`src/rtl/axis_mash11_modulator.sv`:
```
// ============================================================================
// Module      : axis_mash11_modulator
// Description : AXI-Stream sample sink driving a MASH 1-1 delta-sigma modulator
//               that emits a 2-bit code per clock for a 4-level DAC stage.
// Revision    : 1.0 - initial release
// ============================================================================
`default_nettype none

module axis_mash11_modulator #(
  parameter int DATA_WIDTH = 16,
  parameter int OSR        = 64
) (
  input  logic                  aclk,
  input  logic                  arst_n,
  input  logic                  enable,
  input  logic [DATA_WIDTH-1:0] s_axis_tdata,
  input  logic                  s_axis_tvalid,
  output logic                  s_axis_tready,
  output logic [1:0]            dac_code,
  output logic                  sample_strobe,
  output logic                  underrun,
  output logic [15:0]           underrun_count
);

  localparam int                    TICK_W    = (OSR > 1) ? $clog2(OSR) : 1;
  localparam logic [TICK_W-1:0]     TICK_LAST = TICK_W'(OSR - 1);
  localparam logic [DATA_WIDTH-1:0] SIGN_BIT  = {1'b1, {(DATA_WIDTH-1){1'b0}}};

  typedef enum logic {
    ST_IDLE = 1'b0,
    ST_RUN  = 1'b1
  } state_t;

  state_t                  state_q, state_d;
  logic [TICK_W-1:0]       tick_q, tick_d;
  logic [DATA_WIDTH-1:0]   acc1_q, acc1_d;
  logic [DATA_WIDTH-1:0]   acc2_q, acc2_d;
  logic                    c2_dly_q, c2_dly_d;
  logic [DATA_WIDTH-1:0]   x_cur_q, x_cur_d;
  logic [DATA_WIDTH-1:0]   nxt_q, nxt_d;
  logic                    nxt_valid_q, nxt_valid_d;
  logic                    tready_q, tready_d;
  logic [1:0]              dac_q, dac_d;
  logic                    strobe_q, strobe_d;
  logic                    underrun_q, underrun_d;
  logic [15:0]             ucnt_q, ucnt_d;

  logic                    accept;
  logic [DATA_WIDTH-1:0]   x_u;
  logic [DATA_WIDTH:0]     sum1;
  logic [DATA_WIDTH:0]     sum2;
  logic [1:0]              dac_mod;
  logic                    boundary;

  assign accept   = s_axis_tvalid & tready_q;
  // Offset-binary view of the signed sample so the accumulators are unsigned.
  assign x_u      = x_cur_q ^ SIGN_BIT;
  assign sum1     = {1'b0, acc1_q} + {1'b0, x_u};
  assign sum2     = {1'b0, acc2_q} + {1'b0, sum1[DATA_WIDTH-1:0]};
  // y + 1 lies in 0..3, so modulo-4 arithmetic gives the exact code.
  assign dac_mod  = {1'b0, sum1[DATA_WIDTH]} + {1'b0, sum2[DATA_WIDTH]} + 2'd1 - {1'b0, c2_dly_q};
  assign boundary = (tick_q == TICK_LAST);

  always_comb begin
    state_d     = state_q;
    tick_d      = tick_q;
    acc1_d      = acc1_q;
    acc2_d      = acc2_q;
    c2_dly_d    = c2_dly_q;
    x_cur_d     = x_cur_q;
    nxt_d       = nxt_q;
    nxt_valid_d = nxt_valid_q;
    dac_d       = dac_q;
    strobe_d    = 1'b0;
    underrun_d  = 1'b0;
    ucnt_d      = ucnt_q;

    if (!enable) begin
      state_d     = ST_IDLE;
      tick_d      = '0;
      acc1_d      = '0;
      acc2_d      = '0;
      c2_dly_d    = 1'b0;
      nxt_valid_d = 1'b0;
      dac_d       = 2'd1;
    end else begin
      case (state_q)
        ST_IDLE: begin
          tick_d   = '0;
          acc1_d   = '0;
          acc2_d   = '0;
          c2_dly_d = 1'b0;
          dac_d    = 2'd1;
          if (accept) begin
            x_cur_d  = s_axis_tdata;
            strobe_d = 1'b1;
            state_d  = ST_RUN;
          end
        end
        ST_RUN: begin
          acc1_d   = sum1[DATA_WIDTH-1:0];
          acc2_d   = sum2[DATA_WIDTH-1:0];
          c2_dly_d = sum2[DATA_WIDTH];
          dac_d    = dac_mod;
          tick_d   = boundary ? '0 : tick_q + TICK_W'(1);
          if (boundary) begin
            if (nxt_valid_q) begin
              x_cur_d     = nxt_q;
              nxt_valid_d = 1'b0;
              strobe_d    = 1'b1;
            end else begin
              underrun_d = 1'b1;
              ucnt_d     = (ucnt_q == 16'hFFFF) ? ucnt_q : ucnt_q + 16'd1;
            end
          end
          // A fresh beat overrides the consume so nxt_valid stays set.
          if (accept) begin
            nxt_d       = s_axis_tdata;
            nxt_valid_d = 1'b1;
          end
        end
        default: state_d = ST_IDLE;
      endcase
    end

    tready_d = enable & ~nxt_valid_d;
  end

  always_ff @(posedge aclk or negedge arst_n) begin
    if (!arst_n) begin
      state_q     <= ST_IDLE;
      tick_q      <= '0;
      acc1_q      <= '0;
      acc2_q      <= '0;
      c2_dly_q    <= 1'b0;
      x_cur_q     <= '0;
      nxt_q       <= '0;
      nxt_valid_q <= 1'b0;
      tready_q    <= 1'b0;
      dac_q       <= 2'd1;
      strobe_q    <= 1'b0;
      underrun_q  <= 1'b0;
      ucnt_q      <= '0;
    end else begin
      state_q     <= state_d;
      tick_q      <= tick_d;
      acc1_q      <= acc1_d;
      acc2_q      <= acc2_d;
      c2_dly_q    <= c2_dly_d;
      x_cur_q     <= x_cur_d;
      nxt_q       <= nxt_d;
      nxt_valid_q <= nxt_valid_d;
      tready_q    <= tready_d;
      dac_q       <= dac_d;
      strobe_q    <= strobe_d;
      underrun_q  <= underrun_d;
      ucnt_q      <= ucnt_d;
    end
  end

  assign s_axis_tready  = tready_q;
  assign dac_code       = dac_q;
  assign sample_strobe  = strobe_q;
  assign underrun       = underrun_q;
  assign underrun_count = ucnt_q;

endmodule

`default_nettype wire
```
`config.mk`:
```
export PLATFORM = sky130hd
export DESIGN_NAME = axis_mash11_modulator
export DESIGN_NICKNAME = d
export VERILOG_FILES = /design/src/rtl/axis_mash11_modulator.sv
export SDC_FILE = /design/constraint.sdc
export NUM_CORES = 1
export LEC_CHECK = 0
export BUFFER_PORTS_ARGS = -buffer_cell sky130_fd_sc_hd__buf_2
export CAP_MARGIN = 25
export CELL_PAD_IN_SITES_DETAIL_PLACEMENT = 1
export CELL_PAD_IN_SITES_GLOBAL_PLACEMENT = 1
export CORE_ASPECT_RATIO = 1.4
export CORE_MARGIN = 1
export CORE_UTILIZATION = 40
export DETAILED_ROUTE_END_ITERATION = 7
export GPL_TIMING_DRIVEN = 1
export MAX_ROUTING_LAYER = met4
export PLACE_DENSITY_LB_ADDON = 0.12
export SKIP_LAST_GASP = 1
export SLEW_MARGIN = 10
export SYNTH_ARGS = -nofsm -noshare
export SYNTH_HDL_FRONTEND = slang
export SYNTH_SLANG_ARGS = --single-unit
```
`constraint.sdc`:
```
create_clock -name aclk -period 3.23 [get_ports aclk]
set_input_delay 0.1615 -clock aclk [delete_from_list [all_inputs] [get_ports aclk]]
set_output_delay 0.1615 -clock aclk [all_outputs]
set_load 0.005 [all_outputs]
```
==> impl_metrics.ini <==
[power]
p_leak_nw = 3.23
total_power_mw = 4.35
switching_share = 0.327
clock_power_share = 0.283
power.internal_mw = 2.93
powerDensity_nw_per_um2 = 647
switching_power_mw = 1.42
seqPwrFrac = 0.323
pwr-share-comb = 0.393
ir_drop_mv = 0.482

[yosys]
syn_area_um2 = 5120
yosys_warnings = 0
synth.area.top_cells = dfrtp_1, ha_1, a21oi_1
yosysUniqueCellTypes = 47
synthFlopType = dfrtp_1
syn_area_per_cell_um2 = 10.3
synth-edff-count = 0
async_flop_share = 1.00
yosys_register_bits = 94
yosys.area.top_type_share = 0.454
netlist_instances = 498
syn_nets = 555
synth_seq_area_share = 0.459
synth_largest_area_cell = dfrtp_1

[finish]
stdcell_count = 773
fill_cells = 1375
drive_gt1_frac = 0.331
antenna_cells = 0
synthToLayoutAreaGrowth_pct = 31.2
layout.nets = 676
final_util = 0.541

[hold_path]
hold_path_class = input pin to flip-flop

[place]
placed_cells = 742
dpl.hpwl_um = 9860
pre_cts_slack_ns = -0.400
gp_congestion = 0.853
placement.io_buffers = 40

[clocking]
clk-insertion-delay-late_ns = 0.34
htree_levels = 3
clk_pin_slew_worst_paths_ns = 0.07
clk_path_buf_depth = 2
root_buffer = clkbuf_16
cts_sinks = 94
cts_tree = yes
cts_inserted_buffers = 9

[timing]
worst_slack_ns = -0.359
fin_crit_ns = 3.59
clock_skew_ns = 0.00740
fmax_mhz = 279
period_share = 1.11
setup_viol_count_final = 5
whs_ns = 0.0593
max_slew_margin = 0.516
rsz0062_at_grt = true
drv_slew = 0
worstMarginPinSlew_ns = 0.724
finalHoldViolCount = 0

[worst_setup_path]
cp-end-kind = flip-flop
critPathLaunchType = flip-flop
crit_chain = ha_2 > inv_2 > fa_2 > nor2b_2 > buf_4 > buf_4 > buf_4 > o21ai_0 > a21oi_1 > ha_1 > o211a_1 > o31ai_2 > a211oi_2 > o21ai_2 > a21oi_2 > fa_2 > nand2b_1
cpPeakStageDelay_ns = 0.46
worstPathRequired_ns = 3.50
arrival_ns = 3.86
path_common_cell = buf_4
path_class = flip-flop to flip-flop
crit_fanout = 2
slowest_stage = fa_2

[grt]
grt_pass1_vias = 4525
antenna_found_initial = 0
grt_start_max_net_pins = 45
grt_overflow = 0
grt_pass1_wl_um = 21600
grt.total_usage = 0.217

[outcome]
violations = design-rule violations, negative setup slack
status = finished with violations

[drt]
wire_per_inst_um = 17.8
route.detailed.drc = 10
drt-total-wl_um = 13800
vias = 4162
firstDrtPassIters = 6
dr.first_iter.drc_count = 90
avgViaCountPerCell = 5.38
ant_nets = 0

[floorplan]
dieArea_um2 = 13300
fp.dieH_um = 136
start_util = 0.412
fp.coreArea_um2 = 12400
rows = 48
io_pins = 41
die_w_um = 97.7

[flow_run]
maxCapViolations = 0
-- sequential cells by signal, indices dropped and copies added, names as in the netlist --
register / count
nxt_q: 16
sample_strobe: 1
state_q: 1
underrun_count: 16
tick_q: 6
dac_code: 2
s_axis_tready: 1
nxt_valid_q: 1
x_cur_q: 16
c2_dly_q: 1
acc1_q: 16
acc2_q: 16
underrun: 1
-- area by class of cell --
type	instances	area (um2)	area share
sequential	94	2350	0.350
multi-input combinational	377	2950	0.440
tap	150	188	0.0279
clock inverter	6	116	0.0173
clock buffer	9	225	0.0335
inverter	14	52.6	0.00782
timing repair buffer	123	832	0.124
-- power by group through the flow --
stage	logic (mW)	clock network, mW	registers (mW)
after floorplan	0.886	0	1.39
after global placement	1.40	0	1.41
after detailed placement	1.45	0	1.42
after CTS	1.54	1.26	1.40
after global routing	1.88	1.29	1.42
final	1.71	1.23	1.41
-- through the flow --
| stage | setup TNS [ns] | cell area [um2] |
|---|---|---|
| 2_1_floorplan | -0.0296 | 5160 |
| 3_3_place_gp | -0.380 | 6000 |
| 3_5_place_dp | -1.05 | 6000 |
| 4_1_cts | -0.408 | 6480 |
| 5_1_grt | -1.66 | 6720 |
| 6_report | -0.576 | 6720 |
-- worst max-delay path, delay by kind of cell (launching register included) --
family	cells	cell delay [ns]
adder cells (fa/ha/maj)	4	1.17
AO/OA/AOI/OAI	7	1.34
buffers and inverters	4	0.41
flip-flops	1	0.38
AND/OR/NAND/NOR	2	0.20
-- path summary, 6_finish.rpt --
check,start,to,slack (ns),depth (start not counted)
max,x_cur_q[0],dac_code[0],-0.36,17
min,s_axis_tdata[0],nxt_q[0],0.06,2
max reg2reg,x_cur_q[0],dac_code[0],-0.36,17
min reg2reg,underrun_count[6],underrun_count[6],0.49,1
max in group asynchronous,arst_n,tick_q[0],2.03,3
min in group asynchronous,arst_n,acc2_q[14],0.38,2
-- metal layers --
| layer | part of all wire | global-route usage | vias up |
|---|---|---|---|
| met5 | 0 | - | - |
| met4 | 0.025 | 0.0800 | 0 |
| met3 | 0.017 | 0.0314 | 26 |
| met2 | 0.58 | 0.426 | 56 |
| met1 | 0.37 | 0.214 | 2079 |
| li1 | - | - | 2001 |
-- kinds of logic after synthesis --
group | count (synthesis) | share of synthesized area
buffers and inverters | 27 | 0.0203
AO/OA/AOI/OAI | 109 | 0.128
adder cells (fa/ha/maj) | 37 | 0.0947
multiplexers | 37 | 0.0767
flip-flops | 94 | 0.459
XOR/XNOR | 39 | 0.0666
AND/OR/NAND/NOR | 155 | 0.154
-- Yosys cell counts, drive strengths merged (2+ instances only) --
| library cell | number |
|---|---|
| a211oi | 10 |
| a21boi | 3 |
| a21o | 7 |
| a21oi | 44 |
| a31oi | 2 |
| and2 | 18 |
| and3 | 10 |
| buf | 4 |
| clkbuf | 9 |
| dfrtp | 93 |
| fa | 3 |
| ha | 34 |
| inv | 14 |
| mux2 | 18 |
| mux2i | 19 |
| nand2 | 26 |
| nand2b | 10 |
| nand3 | 12 |
| nand3b | 2 |
| nand4 | 7 |
| nor2 | 42 |
| nor2b | 8 |
| nor3 | 12 |
| nor4 | 4 |
| o21a | 7 |
| o21ai | 22 |
| o21bai | 3 |
| o31ai | 3 |
| xnor2 | 23 |
| xor2 | 16 |
-- timing repair --
action                     4_1_cts  5_1_grt
hold endpoints to repair        41        0
setup endpoints to repair        6        9
hold buffers                     1        0
pin swaps                       15       29
resized for setup               23       29
buffers inserted                 5       10
cloned                           0        0
-- layout by cell type (no fill, tap or decap), drive strengths merged, types with 7 or more instances in the layout --
master  instances
dfrtp          93
and3           10
nand2          26
clkbuf          9
buf           122
xor2           16
nand4           7
mux2           18
nand3          12
o21ai          22
a211oi         10
inv            16
mux2i          19
xnor2          23
ha             34
a21oi          44
nor2           42
o21a            7
and2           18
nor3           12
nand2b         10
a21o            7
nor2b           8
Power figures use the tool's default switching activity.
